$ cat config.mk
export PLATFORM = sky130hd
export DESIGN_NAME = core_bus_arbiter_flat
export DESIGN_NICKNAME = d
export VERILOG_FILES = /design/src/rtl/core_bus_arbiter_pkg.sv /design/src/rtl/core_bus_arbiter_if.sv /design/src/rtl/core_bus_arbiter_bus_watchdog.sv /design/src/rtl/core_bus_arbiter.sv /design/src/flat_wrapper.sv
export SDC_FILE = /design/constraint.sdc
export NUM_CORES = 1
export LEC_CHECK = 0
export ABC_AREA = 1
export BUFFER_PORTS_ARGS = -buffer_cell sky130_fd_sc_hd__buf_2
export CORE_AREA = 3 3 201 203
export CTS_CLUSTER_DIAMETER = 50
export DETAILED_ROUTE_END_ITERATION = 6
export DIE_AREA = 0 0 204 206
export SLEW_MARGIN = 10
export SYNTH_ARGS = -nofsm -noshare
export SYNTH_HDL_FRONTEND = slang
export SYNTH_SLANG_ARGS = --single-unit
$ cat constraint.sdc
create_clock -name clk -period 1.6 [get_ports clk]
set_input_delay 0.24 -clock clk [delete_from_list [all_inputs] [get_ports clk]]
set_output_delay 0.24 -clock clk [all_outputs]
set_load 0.05 [all_outputs]
$ cat src/rtl/core_bus_arbiter_pkg.sv
// Shared types for the core-to-cache bus arbiter.
// Holds the ibus/dbus/cbus request and response structs, the memory access
// size encoding, the arbiter state type with its state constants, and two
// helpers that map a client request onto a single-beat cbus request.
package core_bus_arbiter_pkg;

  typedef enum logic [2:0] {
    MSIZE1 = 3'd0,
    MSIZE2 = 3'd1,
    MSIZE4 = 3'd2,
    MSIZE8 = 3'd3
  } msize_t;

  typedef struct packed {
    logic        valid;
    logic [63:0] addr;
  } ibus_req_t;

  typedef struct packed {
    logic        addr_ok;
    logic        data_ok;
    logic [31:0] data;
  } ibus_resp_t;

  typedef struct packed {
    logic        valid;
    logic [63:0] addr;
    msize_t      size;
    logic [7:0]  strobe;
    logic [63:0] data;
  } dbus_req_t;

  typedef struct packed {
    logic        addr_ok;
    logic        data_ok;
    logic [63:0] data;
  } dbus_resp_t;

  typedef struct packed {
    logic        valid;
    logic        is_write;
    msize_t      size;
    logic [63:0] addr;
    logic [7:0]  strobe;
    logic [63:0] data;
    logic [7:0]  len;
    logic        burst;
  } cbus_req_t;

  typedef struct packed {
    logic        ready;
    logic        last;
    logic [63:0] data;
  } cbus_resp_t;

  // State encoding kept as plain constants so existing code that compares
  // against the raw two-bit value keeps working.
  typedef logic [1:0] arb_state_t;
  localparam arb_state_t ST_IDLE   = 2'd0;
  localparam arb_state_t ST_BUSY_I = 2'd1;
  localparam arb_state_t ST_BUSY_D = 2'd2;

  // Fetches are always 4-byte reads. valid, len and burst stay 0.
  function automatic cbus_req_t ibus_to_cbus(input ibus_req_t req);
    cbus_req_t c;
    c      = '0;
    c.size = MSIZE4;
    c.addr = req.addr;
    return c;
  endfunction

  // Any enabled byte lane makes the access a write.
  function automatic cbus_req_t dbus_to_cbus(input dbus_req_t req);
    cbus_req_t c;
    c          = '0;
    c.is_write = |req.strobe;
    c.size     = req.size;
    c.addr     = req.addr;
    c.strobe   = req.strobe;
    c.data     = req.data;
    return c;
  endfunction

endpackage

$ cat src/rtl/core_bus_arbiter_if.sv
// Bundle of the three buses around the arbiter.
//   ireq/iresp : instruction-fetch client
//   dreq/dresp : data-memory client
//   creq/cresp : shared cache/memory bus
// slave  : the arbiter's view (takes client requests and cbus responses).
// master : the surrounding system's view (core clients and cache).
interface core_bus_arbiter_if;
  import core_bus_arbiter_pkg::*;

  ibus_req_t  ireq;
  ibus_resp_t iresp;
  dbus_req_t  dreq;
  dbus_resp_t dresp;
  cbus_req_t  creq;
  cbus_resp_t cresp;

  modport slave (
    input  ireq, dreq, cresp,
    output iresp, dresp, creq
  );

  modport master (
    output ireq, dreq, cresp,
    input  iresp, dresp, creq
  );
endinterface

$ cat src/rtl/core_bus_arbiter_bus_watchdog.sv
// Busy-cycle watchdog for the bus arbiter.
// Ports:
//   clk, reset : clock and synchronous active-high reset
//   i_busy     : a transaction is outstanding this cycle
//   i_done     : the outstanding transaction completes this cycle
//   o_err      : sticky error, set once a transaction has waited TIMEOUT cycles
// The counter saturates instead of wrapping; TIMEOUT=0 disables the error.
module bus_watchdog #(
  parameter int TIMEOUT = 1024,
  parameter int CNT_W   = 16
) (
  input  logic clk,
  input  logic reset,
  input  logic i_busy,
  input  logic i_done,
  output logic o_err
);

  localparam logic [CNT_W-1:0] LIMIT   = CNT_W'((TIMEOUT == 0) ? 0 : TIMEOUT - 1);
  localparam logic [CNT_W-1:0] CNT_MAX = '1;
  localparam bit               ENABLE  = (TIMEOUT != 0);

  logic [CNT_W-1:0] r_count;
  logic             r_err;

  always_ff @(posedge clk) begin
    // NOTE: non-blocking assignments so every register here samples the
    // pre-edge value of r_count, independent of statement order.
    if (reset) begin
      r_count <= '0;
      r_err   <= 1'b0;
    end else begin
      if (!i_busy || i_done) begin
        r_count <= '0;
      end else if (r_count != CNT_MAX) begin
        r_count <= r_count + CNT_W'(1);
      end
      // Counter reads TIMEOUT-1 in the TIMEOUT-th busy cycle.
      if (ENABLE && i_busy && !i_done && (r_count == LIMIT)) begin
        r_err <= 1'b1;
      end
    end
  end

  assign o_err = r_err;

endmodule

$ cat src/rtl/core_bus_arbiter.sv
// Serialises ibus fetches and dbus accesses onto the single cbus.
// Ports:
//   clk, reset : clock and synchronous active-high reset
//   bus        : ireq/iresp, dreq/dresp, creq/cresp (slave modport)
//   err        : sticky watchdog error for a hung cbus response
// One single-beat transaction at a time. addr_ok pulses combinationally in
// the granting IDLE cycle; creq is driven from the latched request from the
// next cycle until completion (ready & last), when data_ok pulses to the
// owning client and the arbiter returns to IDLE.
module core_bus_arbiter
  import core_bus_arbiter_pkg::*;
#(
  parameter int DATA_PRIO = 1,
  parameter int TIMEOUT   = 1024,
  parameter int CNT_W     = 16
) (
  input  logic              clk,
  input  logic              reset,
  core_bus_arbiter_if.slave bus,
  output logic              err
);

  arb_state_t r_state;
  cbus_req_t  r_req;

  logic w_idle_ok;
  logic w_grant_i;
  logic w_grant_d;
  logic w_busy;
  logic w_done;
  logic w_done_i;
  logic w_done_d;

  // No handshake is issued in a reset cycle, so an abandoned transaction
  // never produces a late data_ok and nothing is granted while reset is held.
  assign w_idle_ok = (r_state == ST_IDLE) && !reset;
  assign w_grant_d = w_idle_ok && bus.dreq.valid && (!bus.ireq.valid || (DATA_PRIO != 0));
  assign w_grant_i = w_idle_ok && bus.ireq.valid && (!bus.dreq.valid || (DATA_PRIO == 0));

  assign w_busy   = (r_state != ST_IDLE);
  // ready without last is illegal for len=0 and is ignored.
  assign w_done   = w_busy && !reset && bus.cresp.ready && bus.cresp.last;
  assign w_done_i = w_done && (r_state == ST_BUSY_I);
  assign w_done_d = w_done && (r_state == ST_BUSY_D);

  always_ff @(posedge clk) begin
    if (reset) begin
      r_state <= ST_IDLE;
      r_req   <= '0;
    end else begin
      case (r_state)
        ST_IDLE: begin
          if (w_grant_d) begin
            r_state <= ST_BUSY_D;
            r_req   <= dbus_to_cbus(bus.dreq);
          end else if (w_grant_i) begin
            r_state <= ST_BUSY_I;
            r_req   <= ibus_to_cbus(bus.ireq);
          end
        end
        // Return to IDLE only; the next grant happens in that IDLE cycle.
        ST_BUSY_I, ST_BUSY_D: begin
          if (w_done) begin
            r_state <= ST_IDLE;
          end
        end
        default: r_state <= ST_IDLE;
      endcase
    end
  end

  always_comb begin
    // NOTE: every output gets a full default first so no path leaves one
    // unassigned, which would otherwise infer a latch.
    bus.creq       = r_req;
    bus.creq.valid = w_busy;

    bus.iresp         = '0;
    bus.iresp.addr_ok = w_grant_i;
    bus.iresp.data_ok = w_done_i;
    if (w_done_i) begin
      bus.iresp.data = r_req.addr[2] ? bus.cresp.data[63:32] : bus.cresp.data[31:0];
    end

    bus.dresp         = '0;
    bus.dresp.addr_ok = w_grant_d;
    bus.dresp.data_ok = w_done_d;
    if (w_done_d) begin
      bus.dresp.data = bus.cresp.data;
    end
  end

  bus_watchdog #(
    .TIMEOUT (TIMEOUT),
    .CNT_W   (CNT_W)
  ) u_watchdog (
    .clk    (clk),
    .reset  (reset),
    .i_busy (w_busy),
    .i_done (w_done),
    .o_err  (err)
  );

endmodule

$ cat src/flat_wrapper.sv
// flat-port wrapper written by rule: the top's interface ports become plain ports
module core_bus_arbiter_flat import core_bus_arbiter_pkg::*;
#(
  parameter int DATA_PRIO = 1,
  parameter int TIMEOUT   = 1024,
  parameter int CNT_W     = 16
)
  (clk, reset, err, bus_ireq, bus_dreq, bus_cresp, bus_iresp, bus_dresp, bus_creq);
  core_bus_arbiter_if bus_i ();
  input  logic clk;
  input  logic reset;
  output logic err;
  input wire logic [$bits(bus_i.ireq)-1:0] bus_ireq;
  input wire logic [$bits(bus_i.dreq)-1:0] bus_dreq;
  input wire logic [$bits(bus_i.cresp)-1:0] bus_cresp;
  output wire logic [$bits(bus_i.iresp)-1:0] bus_iresp;
  output wire logic [$bits(bus_i.dresp)-1:0] bus_dresp;
  output wire logic [$bits(bus_i.creq)-1:0] bus_creq;
  assign bus_i.ireq = bus_ireq;
  assign bus_i.dreq = bus_dreq;
  assign bus_i.cresp = bus_cresp;
  assign bus_iresp = bus_i.iresp;
  assign bus_dresp = bus_i.dresp;
  assign bus_creq = bus_i.creq;
  core_bus_arbiter #(.DATA_PRIO(DATA_PRIO), .TIMEOUT(TIMEOUT), .CNT_W(CNT_W)) u_core (.clk(clk), .reset(reset), .bus(bus_i), .err(err));
endmodule
After elaboration in Yosys (flattened, before gate mapping)

Index checks and enable logic that the tools add are counted.

Flip-flop bits (word level): 168
Bits of input ports: 273
Output and inout port bits: 251
Logic and storage cells: 50

Add/subtract/negate cells: 1
Equal/unequal tests: 6
Mux-type cells: 9
Reduce and logical (&&, ||, !) cells: 24

Operator list:

| operator                | number |
|---|---|
| $mux W149               | 2 |
| $mux W32                | 2 |
| $mux W64                | 1 |
| $add A16 B1 Y16 const B | 1 |
| $eq A16 B10 Y1 const B  | 1 |
| $ne A16 B16 Y1 const B  | 1 |
| $logic_and A1 B1 Y1     | 11 |
| $reduce_or A8 Y1        | 1 |
| $mux W2                 | 3 |
| $logic_not A1 Y1        | 4 |
| $pmux W2 S2             | 1 |
| $reduce_and A2 Y1       | 2 |
| $reduce_bool A2 Y1      | 2 |
| $reduce_or A2 Y1        | 2 |
| $ne A3 B1 Y1 const B    | 1 |
| $eq A2 B1 Y1 const B    | 1 |
| $eq A2 B2 Y1 const B    | 1 |
| $logic_not A2 Y1        | 1 |
| $ne A2 B2 Y1 const B    | 1 |
| $logic_or A1 B1 Y1      | 1 |

Logic depth before layout (Yosys ltp)

Gate-level depths: netlist (run 1).

Word-level depth: 7
Gate-level depth with buffers: 10
Gate-level depth less buffers: 10

Cells and area by module

Synthesis (run 1) repeated with hierarchy kept, for this count alone.

Cells, all modules: 1257
Area total of the unflattened synthesis: 8169.1 um^2

By module, submodules not included:

| module           | instances | cells each | area an instance (um^2) | seq. area each (um^2) |
|---|---|---|---|---|
| core_bus_arbiter | 1         | 1110       | 7168.1                  | 2842.7 |
| bus_watchdog     | 1         | 147        | 1001.0                  | 340.3 |

Worst setup path after synthesis (run 1)

No wires, ideal clock.

Path type: flip-flop to output port
From: register u_core.r_req, in the netlist u_core.bus.creq[83]
To: output bus_iresp[0]
Data arrival time: 2000 ps
Data required time: 1360 ps
Setup slack: -640 ps
Cell stages (with the launch flop): 5
Path buffers: 2
Cell sequence: dfxtp_1 clkbuf_1 clkbuf_1 a21oi_1 nor2_1

Word-level cells in the longest chain between the ends: 2

Ends and longest elaborated chain:

| element                  | RTL line               | RTL |
|---|---|---|
| start: declaration       | core_bus_arbiter.sv:24 | `cbus_req_t r_req;` |
| start signal: assignment | core_bus_arbiter.sv:55 | `r_req <= dbus_to_cbus(bus.dreq);` |
| start signal: assignment | core_bus_arbiter.sv:58 | `r_req <= ibus_to_cbus(bus.ireq);` |
| $mux W32                 | core_bus_arbiter.sv:82 | `bus.iresp.data = r_req.addr[2] ? bus.cresp.data[63:32] : bus.cresp.data[31:0];` |
| $mux W32                 | core_bus_arbiter.sv:81 | `if (w_done_i) begin` |
| end: declaration         | flat_wrapper.sv:16     | `output wire logic [$bits(bus_i.iresp)-1:0] bus_iresp;` |

Every way passes these cells.

Worst setup path after layout (run 1)

From: register u_core.r_state[1]
To: output bus_dresp[63]

Word-level cells in the longest chain between the ends: 6
Elaborated cells on any way between the ends: 7
Those cells by class: eq/ne (1); mux (1); reduce/logical (5)

Ends and longest elaborated chain:

| element                           | RTL line               | RTL |
|---|---|---|
| start: declaration                | core_bus_arbiter.sv:23 | `arb_state_t r_state;` |
| start signal: assignment          | core_bus_arbiter.sv:48 | `r_state <= ST_IDLE;` |
| start signal: assignment          | core_bus_arbiter.sv:54 | `r_state <= ST_BUSY_D;` |
| start signal: assignment          | core_bus_arbiter.sv:57 | `r_state <= ST_BUSY_I;` |
| $reduce_bool A2 Y1                | core_bus_arbiter.sv:40 | `assign w_busy = (r_state != ST_IDLE);` |
| $logic_and A1 B1 Y1 (3 in series) | core_bus_arbiter.sv:42 | `assign w_done = w_busy && !reset && bus.cresp.ready && bus.cresp.last;` |
| $logic_and A1 B1 Y1 *             | core_bus_arbiter.sv:44 | `assign w_done_d = w_done && (r_state == ST_BUSY_D);` |
| $mux W64 *                        | core_bus_arbiter.sv:88 | `if (w_done_d) begin` |
| end: declaration                  | flat_wrapper.sv:17     | `output wire logic [$bits(bus_i.dresp)-1:0] bus_dresp;` |

Every way passes the cells marked *; elsewhere a longest branch is shown, timed or not.

==> results of run 1 <==
==> worst max-delay path, cell delays in order (launching register included) <==
cell	delay (ps)
sky130_fd_sc_hd__dfxtp_2	340
sky130_fd_sc_hd__inv_2	50
sky130_fd_sc_hd__ha_4	150
sky130_fd_sc_hd__inv_2	60
sky130_fd_sc_hd__nand2_2	70
sky130_fd_sc_hd__nor2_4	150
sky130_fd_sc_hd__nand2_4	100
sky130_fd_sc_hd__buf_12	200
sky130_fd_sc_hd__nor2_1	160
sky130_fd_sc_hd__buf_6	180
==> stage by stage <==
| stage | total power [uW] | instances | TNS [ps] | utilization (%) |
|---|---|---|---|---|
| final | 12300 | 2289 | -85910 | 36.5 |
| after global routing | 12900 | 2289 | -110690 | 36.5 |
| after CTS | 12300 | 2275 | -66990 | 35.6 |
| after detailed placement | 7560 | 2222 | -25710 | 30.8 |
| after global placement | 7530 | 2222 | -19570 | 30.8 |
| after floorplan | 6420 | 1196 | -14950 | - |
==> report_power, final <==
group	total [uW]	internal (uW)	switching, uW
clock network	4260	2520	1730
registers	4340	4210	132
logic	3690	1350	2340
total	12300	8090	4200
==> flip-flops by register name (all words and copies together), names as in the netlist <==
name and cells:
u_core.bus.creq 140, u_core.r_state 2, u_core.u_watchdog.r_count 16, u_core.u_watchdog.o_err 1
==> cells by family after synthesis <==
logic type	synth area share (%)
buf+inv	11.5
flops	41.7
fa+ha+maj	0.655
simple gates	29.1
other cells	0.0491
compound gates	17.1
==> final cells by class <==
type,count,share of cell area (%)
diodes,1,0.0177
repair inverters,2,0.160
clock inverters,10,0.887
multi-input cells,846,30.6
inverters,99,2.89
repair buffers,632,34.8
clock buffers,22,3.50
flip-flops and latches,159,22.6
well taps,518,4.60
==> repair_timing <==
item | CTS | global route
resized for setup | 272 | 44
setup endpoints to repair | 243 | 250
cloned | 10 | 6
pin swaps | 4 | 11
buffers inserted | 11 | 7
==> cell usage after synthesis, drive strengths merged <==
| cell type | instances | share of area [%] |
|---|---|---|
| dfxtp | 159 | 42 |
| a21oi | 176 | 12 |
| o21ai | 74 | 4.8 |
| clkbuf | 32 | 1.6 |
| a31oi | 7 | 0.57 |
| nand3b | 1 | 0.098 |
| nor2 | 285 | 14 |
| nand2 | 262 | 13 |
| buf | 60 | 5.1 |
| inv | 99 | 4.9 |
| o221ai | 1 | 0.11 |
| nand4 | 5 | 0.41 |
| or2 | 3 | 0.25 |
| ha | 4 | 0.65 |
| conb | 1 | 0.049 |
| nand3 | 19 | 1.4 |
==> layer usage <==
metal	global-route usage [%]	up-vias	part of all wire, %
li1	-	4848	-
met1	18.1	4511	38
met2	29.1	451	52
met3	4.57	36	7.9
met4	4.96	2	2.1
met5	0	-	0.019
==> worst paths after layout <==
path                                          from                                to  slack, ps  cells after the start
hold reg to reg   u_core.bus.creq[45]$_SDFFE_PP0P_  u_core.bus.creq[45]$_SDFFE_PP0P_        460                      2
setup / recovery    u_core.r_state[1]$_SDFFE_PP0P_                     bus_dresp[63]       -560                      9
setup reg to reg    u_core.r_state[1]$_SDFFE_PP0P_  u_core.bus.creq[59]$_SDFFE_PP0P_       -360                     13
hold / removal                        bus_dreq[29]  u_core.bus.creq[38]$_SDFFE_PP0P_         50                      3
==> tab_implementation.tex, run 1 <==
\begin{tabular}{lr}
\hline
Metric & Value \\
\hline
\multicolumn{2}{l}{\textbf{Timing}} \\
\quad Clock Skew & 7.66 ps \\
\quad F\_max & 463 MHz \\
\quad Unrepaired setup endpoints after global routing & true \\
\quad Min Tclk post-route & 2160 ps \\
\quad Final cycle utilization of the critical path & 135\% \\
\quad Number of hold violations in the final report & 0 \\
\quad Worst hold slack across all endpoints & 47.4 ps \\
\quad Worst Max-Slew Pin Slew & 769 ps \\
\quad Final critical-path setup slack & -561 ps \\
\quad Number of slew-limit violations in the final report & 0 \\
\quad Max-slew headroom & 48.7\% \\
\quad Setup violation total in the final timing report & 244 \\
\multicolumn{2}{l}{\textbf{Outcome}} \\
\quad Result of the run & finished with violations \\
\quad Violations in the final reports & negative setup slack \\
\multicolumn{2}{l}{\textbf{Power}} \\
\quad Leakage power figure & 0.00675 uW \\
\quad Power density of the placed cells & 871 nW/um\^{}2 \\
\quad Worst voltage drop across the vdd grid & 0.670 mV \\
\multicolumn{2}{l}{\textbf{Drt}} \\
\quad Starting DRT DRC Count & 511 \\
\quad DRC violations left & 0 \\
\quad Wire length per cell after detailed routing & 16.1 um \\
\quad Number of detailed-route iterations in the first pass & 7 \\
\quad Number of routed nets with antenna violations & 0 \\
\quad Routed vias & 9848 \\
\quad Via density & 4.30 \\
\quad Total wire length & 36800 um \\
\multicolumn{2}{l}{\textbf{Cells and area}} \\
\quad Layout net count & 2034 \\
\quad Leading cell type in the layout, fill and taps excluded & sky130\_fd\_sc\_hd\_\_buf\_2 \\
\quad Layout filler cell count & 3980 \\
\quad Total non-filler cell area in the finished layout & 14100 sq um \\
\quad FF/Latch Area & 3190 sq um \\
\quad Commonest non-fill, non-tap cells in the layout & sky130\_fd\_sc\_hd\_\_buf\_2 (413), sky130\_fd\_sc\_hd\_\_nand2\_1 (257), sky130\_fd\_sc\_hd\_\_nor2\_1 (181), sky130\_fd\_sc\_hd\_\_a21oi\_1 (168), sky130\_fd\_sc\_hd\_\_dfxtp\_1 (156) \\
\quad Area added between synthesis and finish & 84.5\% \\
\quad Layout cells sized above 1 & 45.9\% \\
\quad Area occupied by multi-input gates & 4310 sq um \\
\multicolumn{2}{l}{\textbf{Place}} \\
\quad Placement Cell Area & 11900 sq um \\
\quad Routability cong. & 0.893 \\
\quad Dpl ws & -196 ps \\
\quad DP HPWL & 26800 um \\
\quad IO Port Bufs & 514 \\
\multicolumn{2}{l}{\textbf{Clocking}} \\
\quad Clock latency on the worst-skew pair & 440 ps \\
\quad H-tree depth reported by CTS & 4 \\
\quad Buffer levels on the longest clock path & 2 \\
\quad Number of buffers added by the clock tree synthesis step & 17 \\
\quad TritonCTS Sinks & 159 \\
\quad CTS hold repair buffers & 0 \\
\quad Reg clk slew, reported paths & 70 ps \\
\quad Clock tree from TritonCTS & yes \\
\quad Cell chosen for the clock root & sky130\_fd\_sc\_hd\_\_clkbuf\_16 \\
\multicolumn{2}{l}{\textbf{Synthesis}} \\
\quad Post-synthesis cell type count & 24 \\
\quad Synthesized instance count & 1188 \\
\quad Part of the Yosys area used for sequential elements & 41.7\% \\
\quad Synthesis Warnings & 0 \\
\quad Cell area after synthesis & 7640 sq um \\
\quad Synthesis-stage register bit count & 159 \\
\quad Synth Area per Inst & 6.43 sq um \\
\multicolumn{2}{l}{\textbf{Global route}} \\
\quad Number of antenna violations at the first check in global routing & 2 \\
\quad First-pass GRT wire length & 52600 um \\
\quad Vias in the first global route & 9520 \\
\quad GRT Total Usage & 16.0\% \\
\quad Pin count of the biggest net entering global routing & 135 \\
\quad Overflow left after global routing & 0 \\
\multicolumn{2}{l}{\textbf{Floorplanning}} \\
\quad Floorplan die area & 42000 sq um \\
\quad X dimension of the die & 204 um \\
\quad Number of placement rows & 72 \\
\quad Die H & 206 um \\
\quad Initial core utilization & 19.8\% \\
\quad Core area & 38600 sq um \\
\quad Ports & 524 \\
\multicolumn{2}{l}{\textbf{Critical path}} \\
\quad Worst EP required & 1360 ps \\
\quad Worst EP arrival & 1920 ps \\
\quad Worst Setup Path Type & flop to output port \\
\quad Critical path startpoint category & flop \\
\quad Crit Path Max Fanout & 31 \\
\quad Sort of element at the end of the critical path & output port \\
\multicolumn{2}{l}{\textbf{Job}} \\
\quad Max cap viols & 0 \\
\multicolumn{2}{l}{\textbf{Hold path}} \\
\quad Kind of path behind the tightest hold check & input pin to flop \\
\hline
\end{tabular}
Power figures use the tool's default switching activity.
==> inputs of run 2 (changes only) <==
CORE_AREA = 3 3 202 204   (was 3 3 201 203)
DIE_AREA = 0 0 205 207   (was 0 0 204 206)
clock period = 2.8 ns   (was 1.6 ns; I/O delays follow)
==> tab_implementation.tex, run 2 (synthesis gave the netlist of run 1 again) <==
\begin{tabular}{lr}
\hline
Metric & Value \\
\hline
\multicolumn{2}{l}{\textbf{Global route}} \\
\quad GRT busiest layer & met2 \\
\quad Global Route met1 Usage & 16.3\% \\
\quad GRT Total Usage & 14.2\% \\
\quad Pin count of the biggest net entering global routing & 82 \\
\quad Number of antenna violations at the first check in global routing & 2 \\
\quad Met3 Use GR & 3.96\% \\
\quad First-pass GRT wire length & 46600 um \\
\quad Vias in the first global route & 8360 \\
\quad Overflow left after global routing & 0 \\
\quad Met2 Usage GRT & 25.3\% \\
\multicolumn{2}{l}{\textbf{Clocking}} \\
\quad Clock latency on the worst-skew pair & 450 ps \\
\quad Total setup buffers inserted after CTS & 0 \\
\quad Clock tree from TritonCTS & yes \\
\quad Reg clk slew, reported paths & 60 ps \\
\quad Cell chosen for the clock root & sky130\_fd\_sc\_hd\_\_clkbuf\_16 \\
\quad Number of buffers added by the clock tree synthesis step & 17 \\
\quad TritonCTS Sinks & 159 \\
\quad H-tree depth reported by CTS & 4 \\
\quad Buffer levels on the longest clock path & 2 \\
\multicolumn{2}{l}{\textbf{Cells and area}} \\
\quad Area added between synthesis and finish & 50.4\% \\
\quad Leading cell type in the layout, fill and taps excluded & sky130\_fd\_sc\_hd\_\_buf\_2 \\
\quad N\_diodes & 0 \\
\quad Post-Route Utilization & 29.1\% \\
\quad Commonest non-fill, non-tap cells in the layout & sky130\_fd\_sc\_hd\_\_buf\_2 (481), sky130\_fd\_sc\_hd\_\_nor2\_1 (283), sky130\_fd\_sc\_hd\_\_nand2\_1 (260), sky130\_fd\_sc\_hd\_\_a21oi\_1 (176), sky130\_fd\_sc\_hd\_\_dfxtp\_1 (158) \\
\quad Layout net count & 1936 \\
\quad Layout cells sized above 1 & 34.5\% \\
\quad Area occupied by multi-input gates & 3620 sq um \\
\quad Number of flip-flops under the largest register name & 140 \\
\quad Layout filler cell count & 4349 \\
\quad FF/Latch Area & 3180 sq um \\
\multicolumn{2}{l}{\textbf{Critical path}} \\
\quad Worst Setup Path Type & flop to output port \\
\quad Cell-by-cell trace of the critical path & inv\_1, ha\_1, inv\_1, nand2\_1, nor2\_2, nand2\_2, buf\_6, nor2\_1, buf\_2 \\
\quad Stage delay of the slowest cell on the critical path & 360 ps \\
\quad Most used cell along the critical path & sky130\_fd\_sc\_hd\_\_inv\_1 \\
\quad Sort of element at the end of the critical path & output port \\
\quad Worst Path Buf+Inv & 4 \\
\quad Crit Path Max Fanout & 65 \\
\quad Worst EP arrival & 2200 ps \\
\quad Critical path startpoint category & flop \\
\quad Worst EP required & 2380 ps \\
\quad Cell family contributing the most delay on the critical path & buffers and inverters \\
\quad CP max stage cell & sky130\_fd\_sc\_hd\_\_dfxtp\_1 \\
\multicolumn{2}{l}{\textbf{Drt}} \\
\quad Wire length per cell after detailed routing & 14.7 um \\
\quad Starting DRT DRC Count & 546 \\
\quad Number of routed nets with antenna violations & 0 \\
\quad Routed vias & 9260 \\
\quad Total wire length & 32300 um \\
\quad Number of detailed-route iterations in the first pass & 5 \\
\quad DRC violations left & 0 \\
\quad Via density & 4.22 \\
\multicolumn{2}{l}{\textbf{Timing}} \\
\quad Number of hold violations in the final report & 0 \\
\quad Worst hold slack across all endpoints & 220 ps \\
\quad Max-slew headroom & 42.5\% \\
\quad Unrepaired setup endpoints after global routing & false \\
\quad Worst Max-Slew Pin Slew & 862 ps \\
\quad Clock Skew & 13.6 ps \\
\quad Setup violation total in the final timing report & 0 \\
\quad F\_max & 382 MHz \\
\quad Final cycle utilization of the critical path & 93.6\% \\
\quad Min Tclk post-route & 2620 ps \\
\quad Final total negative setup slack & 0 ps \\
\quad Number of slew-limit violations in the final report & 0 \\
\multicolumn{2}{l}{\textbf{Floorplanning}} \\
\quad Initial core utilization & 19.4\% \\
\quad Ports & 524 \\
\quad Die H & 207 um \\
\quad Floorplan die area & 42400 sq um \\
\quad Number of placement rows & 73 \\
\quad X dimension of the die & 205 um \\
\quad Core area & 39500 sq um \\
\multicolumn{2}{l}{\textbf{Hold path}} \\
\quad Kind of path behind the tightest hold check & input pin to flop \\
\multicolumn{2}{l}{\textbf{Place}} \\
\quad IO Port Bufs & 514 \\
\quad DP HPWL & 25000 um \\
\quad Routability cong. & 0.920 \\
\multicolumn{2}{l}{\textbf{Job}} \\
\quad Max cap viols & 0 \\
\multicolumn{2}{l}{\textbf{Power}} \\
\quad Leakage power figure & 0.00590 uW \\
\quad Worst voltage drop across the vdd grid & 0.427 mV \\
\quad Power density of the placed cells & 543 nW/um\^{}2 \\
\multicolumn{2}{l}{\textbf{Outcome}} \\
\quad Result of the run & completed \\
\hline
\end{tabular}
[run 2: cell types whose count changed in the layout (fill, tap and decap cells not counted), sizes merged]
cell      before  now
inv          102  100
diode          1    0
clkinvlp       1    3
bufbuf         1    0
clkbuf        27   32
buf          626  526
bufinv         2    0
clkinv         6    5
[run 2: final cells by class]
| cell class | count | area share, % |
|---|---|---|
| tap | 525 | 5.71 |
| clock buffer | 22 | 3.95 |
| inverter | 99 | 3.32 |
| sequential | 159 | 27.7 |
| timing repair buffer | 536 | 27.3 |
| multi-input combinational | 846 | 31.5 |
| clock inverter | 9 | 0.555 |
[run 2: final timing paths]
path	slack, ps	to	depth (start not counted)	start
worst min-delay path	220	u_core.bus.creq[68]$_SDFFE_PP0P_	3	bus_dreq[59]
worst min register to register	450	u_core.u_watchdog.o_err$_SDFFE_PP0P_	2	u_core.u_watchdog.o_err$_SDFFE_PP0P_
worst max-delay path	180	bus_dresp[58]	9	u_core.r_state[0]$_SDFFE_PP0P_
worst max register to register	550	u_core.bus.creq[110]$_SDFFE_PP0P_	9	u_core.r_state[0]$_SDFFE_PP0P_
[run 2: repair_timing]
action | 4_1_cts | 5_1_grt
gates resized for setup | 0 | 14
setup endpoints to repair | 0 | 98
hold buffers | 0 | 0
[run 2: stage by stage]
stage | cells | power [uW] | area [sq um] | worst slack, ps
after floorplan | 1196 | 3610 | 7670 | 380
after global placement | 2165 | 4140 | 10900 | 564
after detailed placement | 2165 | 4150 | 10900 | 520
after CTS | 2196 | 6330 | 11500 | 24.2
after global routing | 2196 | 6540 | 11500 | 5.18
final | 2196 | 6240 | 11500 | 180
[run 2: metal layers]
metal  up-vias  wire length [um]
met5         -                 8
met4         2               684
met3        35              2620
met2       458             16000
met1      4135             13000
li1       4630                 -
[run 2: power by group]
| part | internal [uW] | switching (uW) |
|---|---|---|
| clock network | 1150 | 993 |
| logic | 449 | 1150 |
| registers | 2410 | 87.4 |
[run 2: worst register-to-register path: cells and delay by family (launching register included)]
family                     cells  cell delay [ps]
and+or+nand+nor                3              420
adders and majority gates      1              250
AOI/OAI and AO/OA              2              390
DFF                            1              360
buffers and inverters          3              770
==> inputs of run 3 (changes only) <==
PLACE_DENSITY = 0.45   (was default)
==> tab_implementation.tex, run 3 (synthesis gave the netlist of run 1 again) <==
\begin{tabular}{lr}
\hline
Metric & Value \\
\hline
\multicolumn{2}{l}{\textbf{Floorplanning}} \\
\quad Number of placement rows & 73 \\
\quad Ports & 524 \\
\quad Die H & 207 um \\
\quad X dimension of the die & 205 um \\
\quad Floorplan die area & 42400 sq um \\
\quad Core area & 39500 sq um \\
\quad Initial core utilization & 19.4\% \\
\multicolumn{2}{l}{\textbf{Clocking}} \\
\quad Clock latency on the worst-skew pair & 450 ps \\
\quad Cell chosen for the clock root & sky130\_fd\_sc\_hd\_\_clkbuf\_16 \\
\quad Buffer levels on the longest clock path & 2 \\
\quad Clock tree from TritonCTS & yes \\
\quad Number of buffers added by the clock tree synthesis step & 17 \\
\quad TritonCTS Sinks & 159 \\
\quad Reg clk slew, reported paths & 70 ps \\
\quad Quantity of gates resized following cts & 0 \\
\quad Total setup buffers inserted after CTS & 0 \\
\quad CTS hold repair buffers & 0 \\
\quad H-tree depth reported by CTS & 4 \\
\multicolumn{2}{l}{\textbf{Timing}} \\
\quad Number of slew-limit violations in the final report & 0 \\
\quad Final total negative setup slack & 0 ps \\
\quad Worst hold slack across all endpoints & 217 ps \\
\quad Setup violation total in the final timing report & 0 \\
\quad Max-slew headroom & 40.1\% \\
\quad Min Tclk post-route & 2660 ps \\
\quad Final critical-path setup slack & 144 ps \\
\quad Clock Skew & 12.4 ps \\
\quad F\_max & 376 MHz \\
\quad Number of hold violations in the final report & 0 \\
\quad Final cycle utilization of the critical path & 94.9\% \\
\quad Unrepaired setup endpoints after global routing & false \\
\quad Worst Max-Slew Pin Slew & 899 ps \\
\multicolumn{2}{l}{\textbf{Drt}} \\
\quad Number of detailed-route iterations in the first pass & 4 \\
\quad DRC violations left & 0 \\
\quad Via density & 4.10 \\
\quad Total wire length & 33900 um \\
\quad Wire length per cell after detailed routing & 15.4 um \\
\quad Number of routed nets with antenna violations & 0 \\
\quad Routed vias & 8995 \\
\quad Starting DRT DRC Count & 524 \\
\multicolumn{2}{l}{\textbf{Place}} \\
\quad Placement Cell Area & 10800 sq um \\
\quad DP HPWL & 26200 um \\
\quad Dpl ws & 483 ps \\
\quad IO Port Bufs & 514 \\
\quad Routability cong. & 0.855 \\
\multicolumn{2}{l}{\textbf{Critical path}} \\
\quad Critical path startpoint category & flop \\
\quad Cell-by-cell trace of the critical path & inv\_1, ha\_1, inv\_1, nand2\_1, nor2\_2, nand2\_1, buf\_4, nor2\_1, clkbuf\_4 \\
\quad Sort of element at the end of the critical path & output port \\
\quad CP max stage cell & sky130\_fd\_sc\_hd\_\_dfxtp\_1 \\
\quad Slack of the worst reg-to-reg path & 740 ps \\
\quad Crit Path Max Fanout & 33 \\
\quad Worst Setup Path Type & flop to output port \\
\quad R2R cell count & 10 \\
\quad Crit Reg-Reg Endpoint & u\_core.bus.creq[124]\$\_SDFFE\_PP0P\_ \\
\quad Beginning of the worst register-to-register path & u\_core.r\_state[0]\$\_SDFFE\_PP0P\_ \\
\quad Worst EP required & 2380 ps \\
\quad Worst EP arrival & 2240 ps \\
\quad Stage delay of the slowest cell on the critical path & 350 ps \\
\multicolumn{2}{l}{\textbf{Global route}} \\
\quad First-pass GRT wire length & 49300 um \\
\quad GRT Total Usage & 15.1\% \\
\quad Vias in the first global route & 8496 \\
\quad Overflow left after global routing & 0 \\
\quad Pin count of the biggest net entering global routing & 80 \\
\quad Number of antenna violations at the first check in global routing & 3 \\
\multicolumn{2}{l}{\textbf{Power}} \\
\quad Power density of the placed cells & 559 nW/um\^{}2 \\
\quad Total power draw & 6360 uW \\
\quad Leakage power figure & 0.00587 uW \\
\quad Worst voltage drop across the vdd grid & 0.443 mV \\
\multicolumn{2}{l}{\textbf{Cells and area}} \\
\quad Total non-filler cell area in the finished layout & 11400 sq um \\
\quad FF/Latch Area & 3180 sq um \\
\quad Layout filler cell count & 4448 \\
\quad Layout cells sized above 1 & 34.4\% \\
\quad Layout net count & 1930 \\
\quad Area occupied by multi-input gates & 3610 sq um \\
\quad Number of flip-flops under the largest register name & 140 \\
\quad Area added between synthesis and finish & 48.9\% \\
\quad Commonest non-fill, non-tap cells in the layout & sky130\_fd\_sc\_hd\_\_buf\_2 (498), sky130\_fd\_sc\_hd\_\_nor2\_1 (284), sky130\_fd\_sc\_hd\_\_nand2\_1 (260), sky130\_fd\_sc\_hd\_\_a21oi\_1 (176), sky130\_fd\_sc\_hd\_\_dfxtp\_1 (158) \\
\quad Leading cell type in the layout, fill and taps excluded & sky130\_fd\_sc\_hd\_\_buf\_2 \\
\multicolumn{2}{l}{\textbf{Outcome}} \\
\quad Result of the run & completed \\
\multicolumn{2}{l}{\textbf{Hold path}} \\
\quad Kind of path behind the tightest hold check & input pin to flop \\
\quad Hold Path Cell Cnt & 3 \\
\quad Worst-case hold path end point & u\_core.bus.creq[147]\$\_SDFFE\_PP0P\_ \\
\quad Worst min-delay path startpoint & bus\_dreq[74] \\
\multicolumn{2}{l}{\textbf{Job}} \\
\quad Max cap viols & 0 \\
\hline
\end{tabular}
run 3: cell count changes in the layout (fill, tap and decap cells not counted), sizes merged:
cell	previous run	this run
bufinv	0	1
diode	0	1
clkinvlp	3	5
inv	100	103
buf	526	528
clkbuf	32	20
clkinv	5	4
run 3: worst max path at each step:
stage	start	to	slack, ps	cells past startpoint
after floorplan	u_core.bus.creq[83]$_SDFFE_PP0P_	bus_iresp[0]	380	4
after global placement	reset	u_core.bus.creq[17]$_SDFFE_PP0P_	500	4
after detailed placement	reset	u_core.bus.creq[115]$_SDFFE_PP0P_	480	4
after CTS	u_core.r_state[0]$_SDFFE_PP0P_	bus_dresp[56]	4	9
after global routing	u_core.r_state[0]$_SDFFE_PP0P_	bus_iresp[28]	0.7	9
final	u_core.r_state[0]$_SDFFE_PP0P_	bus_iresp[25]	140	9
run 3: power by group:
part | leakage (uW) | switching [uW] | internal [uW]
combinational | 0.00432 | 1150 | 447
clock | 0.000260 | 1040 | 1230
sequential | 0.00130 | 82.9 | 2410
run 3: layout make-up:
type	instances	share of cell area, %
Clock buffer	18	3.77
Sequential cell	159	28.0
Antenna cell	1	0.0220
Tap cell	525	5.77
Clock inverter	14	1.18
Multi-Input combinational cell	846	31.8
Timing Repair Buffer	530	26.1
Inverter	99	3.35
run 3: routing by layer:
metal	GRT usage [%]	wire length (um)
met3	4.46	2590
met4	5.40	977
met5	0	0
met2	26.3	16400
met1	17.4	13900
run 3: through the flow:
step,utilization [%],std cells
after CTS,28.8,2191
after floorplan,-,1196
after detailed placement,27.4,2159
final,28.8,2192
after global routing,28.8,2192
after global placement,27.4,2159
run 3: critical path: cells and delay by family (launching register included):
kind	cells	cell delay, ps
fa+ha+maj	1	210
buf+inv	4	680
flops	1	350
simple gates	4	530
